File: config.mk
export PLATFORM = sky130hd
export DESIGN_NAME = prog_loader_flat
export DESIGN_NICKNAME = d
export VERILOG_FILES = /design/src/rtl/prog_loader_pkg.sv /design/src/rtl/prog_loader_if.sv /design/src/rtl/checksum_acc.sv /design/src/rtl/prog_loader.sv /design/src/flat_wrapper.sv
export SDC_FILE = /design/constraint.sdc
export NUM_CORES = 1
export LEC_CHECK = 0
export ABC_AREA = 1
export BUFFER_PORTS_ARGS = -buffer_cell sky130_fd_sc_hd__buf_2
export CORE_UTILIZATION = 40
export DETAILED_ROUTE_END_ITERATION = 6
export GPL_ROUTABILITY_DRIVEN = 0
export PLACE_DENSITY = 0.68
export SLEW_MARGIN = 20
export SYNTH_ARGS = -nofsm -noshare
export SYNTH_HDL_FRONTEND = slang
export SYNTH_HIERARCHICAL = 1
export SYNTH_SLANG_ARGS = --single-unit
File: constraint.sdc
create_clock -name clk -period 3.1 [get_ports clk]
set_input_delay 0.775 -clock clk [delete_from_list [all_inputs] [get_ports clk]]
set_output_delay 0.775 -clock clk [all_outputs]
set_load 0.02 [all_outputs]
File: src/rtl/prog_loader_pkg.sv
// Shared types and defaults for the program loader.
package prog_loader_pkg;

    // Defaults match the CPU's 32x8 instruction/data memory.
    localparam int unsigned AwDefault    = 5;
    localparam int unsigned DwDefault    = 8;
    localparam logic [7:0]  MagicDefault = 8'hA5;

    typedef enum logic [2:0] {
        StIdle,
        StLen,
        StData,
        StCheck,
        StRun
    } state_e;

endpackage

File: src/rtl/prog_loader_if.sv
// Valid/ready byte stream from the host byte source into the loader.
interface prog_loader_if #(
    parameter int unsigned DW = 8
) ();
    logic [DW-1:0] i_byte;
    logic          i_valid;
    logic          o_ready;

    modport master (
        output i_byte,
        output i_valid,
        input  o_ready
    );

    modport slave (
        input  i_byte,
        input  i_valid,
        output o_ready
    );
endinterface

File: src/rtl/checksum_acc.sv
// XOR accumulator for the frame checksum; clear has priority over enable.
module checksum_acc #(
    parameter int unsigned DW = 8
) (
    input  logic          clk,
    input  logic          rst,
    input  logic          clr,
    input  logic          en,
    input  logic [DW-1:0] d,
    output logic [DW-1:0] q
);

    // Accumulate one byte per enabled cycle.
    always_ff @(posedge clk or negedge rst) begin
        if (!rst) begin
            q <= '0;
        end else if (clr) begin
            q <= '0;
        end else if (en) begin
            q <= q ^ d;
        end
    end

endmodule

File: src/rtl/prog_loader.sv
// Framed byte-stream loader: writes the image to memory, verifies the XOR
// checksum, then releases the CPU until it halts.
module prog_loader
    import prog_loader_pkg::*;
#(
    parameter int unsigned   AW    = AwDefault,
    parameter int unsigned   DW    = DwDefault,
    parameter logic [DW-1:0] MAGIC = DW'(MagicDefault)
) (
    input  logic          clk,
    input  logic          rst,
    prog_loader_if.slave  host,
    output logic [AW-1:0] o_mem_addr,
    output logic [DW-1:0] o_mem_data,
    output logic          o_mem_wr,
    output logic          o_cpu_run,
    input  logic          i_cpu_halt,
    output logic          o_busy,
    output logic          o_err,
    output logic          o_done,
    output logic [AW:0]   o_count
);

    state_e        state_q;
    logic          ready_q;
    logic [AW:0]   len_q;
    logic [DW-1:0] acc_q;
    logic          xfer;
    logic          acc_clr;
    logic          acc_en;
    logic [31:0]   len_ext;
    logic          len_bad;
    logic [AW:0]   count_inc;

    assign host.o_ready = ready_q;
    assign xfer         = host.i_valid && ready_q;
    assign acc_clr      = xfer && (state_q == StIdle) && (host.i_byte == MAGIC);
    assign acc_en       = xfer && (state_q == StData);
    assign len_ext      = 32'(host.i_byte);
    assign len_bad      = (len_ext == 32'd0) || (len_ext > (32'd1 << AW));
    assign count_inc    = o_count + {{AW{1'b0}}, 1'b1};

    checksum_acc #(
        .DW (DW)
    ) u_checksum_acc (
        .clk (clk),
        .rst (rst),
        .clr (acc_clr),
        .en  (acc_en),
        .d   (host.i_byte),
        .q   (acc_q)
    );

    // Frame FSM with all outputs registered; ready is 0 in RUN and for the
    // cycle after the halt exit edge.
    always_ff @(posedge clk or negedge rst) begin
        if (!rst) begin
            state_q    <= StIdle;
            ready_q    <= 1'b0;
            len_q      <= '0;
            o_mem_addr <= '0;
            o_mem_data <= '0;
            o_mem_wr   <= 1'b0;
            o_cpu_run  <= 1'b0;
            o_busy     <= 1'b0;
            o_err      <= 1'b0;
            o_done     <= 1'b0;
            o_count    <= '0;
        end else begin
            o_mem_wr <= 1'b0;
            o_done   <= 1'b0;
            case (state_q)
                StIdle: begin
                    ready_q <= 1'b1;
                    if (xfer && host.i_byte == MAGIC) begin
                        state_q <= StLen;
                        o_err   <= 1'b0;
                        o_count <= '0;
                        o_busy  <= 1'b1;
                    end
                end
                StLen: begin
                    if (xfer) begin
                        if (len_bad) begin
                            state_q <= StIdle;
                            o_err   <= 1'b1;
                            o_busy  <= 1'b0;
                        end else begin
                            state_q <= StData;
                            len_q   <= len_ext[AW:0];
                        end
                    end
                end
                StData: begin
                    if (xfer) begin
                        o_mem_wr   <= 1'b1;
                        o_mem_addr <= o_count[AW-1:0];
                        o_mem_data <= host.i_byte;
                        o_count    <= count_inc;
                        if (count_inc == len_q) begin
                            state_q <= StCheck;
                        end
                    end
                end
                StCheck: begin
                    if (xfer) begin
                        o_busy <= 1'b0;
                        if (host.i_byte == acc_q) begin
                            state_q   <= StRun;
                            o_cpu_run <= 1'b1;
                            ready_q   <= 1'b0;
                        end else begin
                            state_q <= StIdle;
                            o_err   <= 1'b1;
                        end
                    end
                end
                StRun: begin
                    if (i_cpu_halt) begin
                        state_q   <= StIdle;
                        o_cpu_run <= 1'b0;
                        o_done    <= 1'b1;
                    end
                end
                default: begin
                    state_q <= StIdle;
                end
            endcase
        end
    end

endmodule

File: src/flat_wrapper.sv
// flat-port wrapper written by rule: the top's interface ports become plain ports
module prog_loader_flat import prog_loader_pkg::*;
#(
    parameter int unsigned   AW    = AwDefault,
    parameter int unsigned   DW    = DwDefault,
    parameter logic [DW-1:0] MAGIC = DW'(MagicDefault)
)
  (clk, rst, o_mem_addr, o_mem_data, o_mem_wr, o_cpu_run, i_cpu_halt, o_busy, o_err, o_done, o_count, host_i_byte, host_i_valid, host_o_ready);
  prog_loader_if #(.DW(DW)) host_i ();
  input  logic clk;
  input  logic rst;
  output logic [AW-1:0] o_mem_addr;
  output logic [DW-1:0] o_mem_data;
  output logic o_mem_wr;
  output logic o_cpu_run;
  input  logic i_cpu_halt;
  output logic o_busy;
  output logic o_err;
  output logic o_done;
  output logic [AW:0] o_count;
  input wire logic [$bits(host_i.i_byte)-1:0] host_i_byte;
  input wire logic [$bits(host_i.i_valid)-1:0] host_i_valid;
  output wire logic [$bits(host_i.o_ready)-1:0] host_o_ready;
  assign host_i.i_byte = host_i_byte;
  assign host_i.i_valid = host_i_valid;
  assign host_o_ready = host_i.o_ready;
  prog_loader #(.AW(AW), .DW(DW), .MAGIC(MAGIC)) u_core (.clk(clk), .rst(rst), .host(host_i), .o_mem_addr(o_mem_addr), .o_mem_data(o_mem_data), .o_mem_wr(o_mem_wr), .o_cpu_run(o_cpu_run), .i_cpu_halt(i_cpu_halt), .o_busy(o_busy), .o_err(o_err), .o_done(o_done), .o_count(o_count));
endmodule
Word-level counts from Yosys, hierarchy flattened
Cells that the tools add are included.
Word-level totals
  bits in registers: 42
  input bits: 12
  output and inout bits: 25
  word-level logic and storage cells: 89
Cells by class
  add/sub/neg operators: 1
  $lt $le $gt $ge: 1
  equal/unequal tests: 16
  multiplexer cells: 36
  bitwise gates (word level): 2
  reduce and logical (&&, ||, !) cells: 21
Operators with widths (number)
  $logic_not 32->1: 1
  $mux 3: 7
  $mux 1: 18
  $mux 8: 2
  $pmux 3 s5: 1
  $mux 6: 2
  $pmux 6 s2: 1
  $reduce_and 6->1: 2
  $ne 2x1->1 const B: 5
  $reduce_and 3->1: 3
  $eq 8x8->1: 1
  $eq 8x8->1 const B: 1
  $gt 8x6->1 const B: 1
  $ne 2x2->1 const B: 4
  $reduce_bool 2->1: 4
  $xor 8x8->8: 1
  $add 6x1->6 const B: 1
  $eq 3x2->1 const B: 2
  $eq 6x6->1: 1
  $pmux 1 s3: 2
  $logic_and 1x1->1: 5
  $reduce_and 5->1: 1
  $pmux 1 s2: 2
  $reduce_and 4->1: 1
  8 further kinds: 8

Depth between registers and ports, before layout
  depth after elaboration: 5
  mapped depth: 11
  depth with buffers taken out: 11

By module
Netlist, hierarchy kept.
Modules (own cells, without submodules)
  prog_loader: times used 1, cells each 236, area each 1880.6 µm², sequential area each 850.8 µm²
  checksum_acc: times used 1, cells each 43, area each 381.6 µm², sequential area each 200.2 µm²

Worst setup path after synthesis
No wires, ideal clock.
  path kind: input port to flip-flop
  start: in host_i_valid
  end: reg u_core.u_checksum_acc.q[0]
  library setup time: 0.119 ns
  arrival time: 1.681 ns
  data required time: 2.981 ns
  setup slack: 1.300 ns
  stages: 8
  path buffers: 2
  cell sequence: nand2_1 -> inv_1 -> nand2_4 -> inv_1 -> buf_6 -> buf_8 -> a21oi_1 -> nor2_1
Between the ends
  elaborated cells between the ends (all ways): 6
  those cells by class: mux (1); reduce/logical (5)
RTL lines
  start, declared: line flat_wrapper.sv:22  | input wire logic [$bits(host_i.i_valid)-1:0] host_i_valid;
  $logic_and 1x1->1: line prog_loader.sv:36  | assign xfer = host.i_valid && ready_q;
  $logic_and 1x1->1: line prog_loader.sv:38  | assign acc_en = xfer && (state_q == StData);
  named net u_core.acc_en: line prog_loader.sv:30  | logic acc_en;
  $reduce_bool 2->1 (no line)
  end signal, assigned: line checksum_acc.sv:20  | q <= q ^ d;
  end, declared: line checksum_acc.sv:10  | output logic [DW-1:0] q
The timed path passes the listed nets, and every way through them passes these cells.
A chain may end at the register's enable or synchronous reset.

Worst setup path after layout
  start: in host_i_valid
  end: reg u_core.u_checksum_acc.q[5]
The elaborated chain is that of the path after synthesis.

==> summary.md <==
| Metric | Value |
|---|---|
| DR vias | 1,895 |
| Total Power | 2129 uW |
| Setup violators final | 0 |
| Syn Nets | 292 |
| Cell Chain, Critical Path | buf_2 > nand2_1 > inv_1 > nand2_4 > inv_1 > nand3_1 > nand2_1 > nor2_1 |
| Arr. time, crit path | approximately 2.1 ns |
| Final wirelength | 4691 um |
| Main synth FF type | dfrtp_1 |
| Clk sinks | 42 |
| Share of layout cells above drive strength 1 | between 20% and 30% |
| Worst r2r dst | u_core/u_checksum_acc/q[5] |
| Clock power share | 20.6% |
| H-tree levels | 2 |
| Logic pwr share | a little under two fifths |
| Most frequent cells in the layout | 69 x nand2_1, 42 x dfrtp_1, 36 x buf_2, 30 x inv_1, 26 x nand3_1 |
| I/O Buffers | 36 |
| Hold Crit Class | flop to flop |
| Global-route wire length before repair | 8217 um |
| Final design area excluding fillers | approximately 2600 um2 |
| Initial Util | 41.34% |
| Post-synth ARST share | 100.0% |
| Multi-input logic area | 1018 um2 |
| CP Capture Type | flop |
| Sequential fraction of the synthesis area | 46.46% |
| CP Max Fanout | 28 |
| Register area | 1051 um2 |
| P_leak | 0.001339 uW |
| #FFs+latches synth | 42 |
| CTS max path bufs | 2 |
| Initial antenna violation count | 0 |
| Pre-antenna DRT Iters | 4 |
| Library cells used by synthesis | 32 |
| R2R setup slack | 1.18 ns |
| Flop pwr share | 41.4% |
| Sw power | roughly 860 uW |
| Syn Inst Count | 279 |
| Hold Vio Cnt, Final | 0 |
| Post-DRT Antenna Nets | 0 |
| Worst setup path class | input port to flop |
| Clock skew | approximately 0.0057 ns |
| Synth area leaders | dfrtp_1 46%, nand2_1 11%, nand3_1 5.8% |
| Reg2reg start | u_core/state_q[0] |
| RSZ-0062 raised after global routing | no |
| Final net count | 330 |
| Yosys top cell area share | between 40% and 50% |
| Min Clock Period, post-route | 1.933 ns |
| Critical path launch point type | input port |
| Worst path required time | 3.29 ns |
| Number of synthesized flops with an enable pin | 0 |
| Avg Cell Area, Syn | 8.108 um2 |
| Filler cells | between 500 and 600 |
| Max Clock Freq | ~0.52 GHz |
| Period utilization | 62.37% |
| Layout area overhead | 14.33% |
| Max_slew headroom | between 30% and 40% |
| Peak VDD IR | roughly 0.34 mV |
| CTS tree | done |
| Placement Rows | 27 |
| CTS root buf | clkbuf_8 |
| Ys Warns | 6 |
| Diodes inserted | 0 |
| Vias in the first global route | 1,749 |
| Core area | 5473 um2 |
| Setup_tns | 0 ns |
| # DRC | 0 |
| Num ports | 37 |
| Pwr Density | just over 800 nW/um2 |
| Wire length per cell | about 12 um |
| Cell Area, Synth | 2262 um2 |
| CTS Hold Buffers Added | 0 |
| Final HPWL DP | 3398 um |
| Switching part of the total | 40.59% |
| Largest net degree at the start of global routing | 43 |
| Dpl cell area | 2472 um2 |
| R2R cell count | 8 |
| Hold wc startpoint | u_core/o_busy |
| Internal | 1265 uW |
| Die ar. | between 5000 and 6000 um2 |
| CTS buffer count | 5 |
| Hold depth | 2 |
| Die W | 77.20 um |
| Die Y | slightly below 80 um |
| Final Slew Violations | 0 |
| WHS | about 0.48 ns |
| Slew @ Worst Pin | around 0.92 ns |
| # Post-CTS Setup Buffers | 0 |
| Slowest stage delay, CP | 0.53 ns |
| Commonest non-fill, non-tap cell in the layout | nand2_1 |
| Post-cts sizing count | 0 |
| Remaining Overflow, GRT | 0 |
| Status | complete, no violations |
| Worst hold endpoint | u_core/o_busy |
| Worst-skew pair later-pin latency | approximately 0.3 ns |
| Clk slew on worst S/H paths | roughly 0.08 ns |
| Drt via density | 4.859 |
| CP max stage cell | inv_1 |
| Total track usage | about 18% |
| DRT iter0 DRCs | 152 |
| Maxcap violations | 0 |
| Buf/Inv on CP | 3 |
| Largest area contributor in the netlist | dfrtp_1 |
| Cell family with most CP delay | buffers and inverters |
state kept, by name, summed over array words and instances (netlist names):
name	cells
u_core/o_mem_data	8
u_core/u_checksum_acc/q	8
u_core/len_q	6
u_core/o_count	6
u_core/o_mem_addr	5
u_core/state_q	3
u_core/host.o_ready	1
u_core/o_busy	1
u_core/o_cpu_run	1
u_core/o_done	1
u_core/o_err	1
u_core/o_mem_wr	1
cell families (layout without fill, tap and decap cells):
kind of cell | Yosys count | in the layout | share of synthesized area [%]
AOI/OAI and AO/OA | 41 | 41 | 10.73
buffers and inverters | 40 | 79 | 8.517
DFF | 42 | 42 | 46.46
and+or+nand+nor | 151 | 151 | 32.19
xor gates and xnor gates | 4 | 4 | 1.549
adders and majority gates | 1 | 1 | 0.5530
through the flow:
stage | std cells | utilization [%] | setup WS [ns]
2_1_floorplan | 279 | - | 1.300
3_5_place_dp | 382 | 45.18 | 0.8394
6_report | 390 | 47.26 | 1.167
4_1_cts | 390 | 47.26 | 1.164
5_1_grt | 390 | 47.26 | 0.9211
3_3_place_gp | 382 | 45.18 | 0.8591
layer usage:
layer  share of wire [%]  up-vias  wire length (um)  track usage (%)
li1                    -      988                 -                -
met1                  49      874              2278            23.43
met2                  47       28              2194            28.05
met3                 2.9        5               136            3.810
met4                 1.7        0                80            6.792
met5                   0        -                 0                0
worst max path at each step:
stage | start | end | slack (ns) | cells after the start
finish | host_i_valid | u_core/u_checksum_acc/q[5] | 1.17 | 8
global placement | host_i_valid | u_core/u_checksum_acc/q[5] | 0.86 | 8
floorplan | host_i_valid | u_core/u_checksum_acc/q[0] | 1.30 | 8
global route | host_i_valid | u_core/u_checksum_acc/q[4] | 0.92 | 8
detailed placement | host_i_valid | u_core/u_checksum_acc/q[1] | 0.84 | 8
CTS | host_i_valid | u_core/u_checksum_acc/q[4] | 1.16 | 8
cell type report:
cell class                      instances  share of cell area [%]
Clock buffer                            5                   2.661
Clock inverter                          3                   1.742
Inverter                               35                   5.128
Multi-Input combinational cell        197                   39.38
Sequential cell                        42                   40.64
Tap cell                               72                   3.483
Timing Repair Buffer                   36                   6.967
Yosys cell counts (3+ instances only):
library cell / instances
nand2_2: 6
dfrtp_1: 42
inv_2: 4
a21oi_1: 10
nor2_4: 3
nand2_1: 69
nor2_2: 4
inv_1: 30
o21ai_2: 7
xnor2_1: 4
nor2_1: 23
o21ai_1: 6
buf_6: 4
o21ai_0: 12
o22ai_1: 3
nand4_1: 7
nand3_1: 26
power groups by stage:
stage          logic [uW]  registers [uW]  clock network [uW]
2_1_floorplan         515             973                   0
3_3_place_gp          796             886                   0
3_5_place_dp          814             892                   0
4_1_cts               816             881                 455
5_1_grt               913             914                 469
6_report              808             882                 439
tightest hold or removal path, delay by kind of cell, from the launching register on:
family,cells,cell delay [ns]
AND/OR/NAND/NOR,1,0.05
AO/OA/AOI/OAI,1,0.05
flip-flops,1,0.35
No activity file was read; power rests on OpenSTA's default activity.
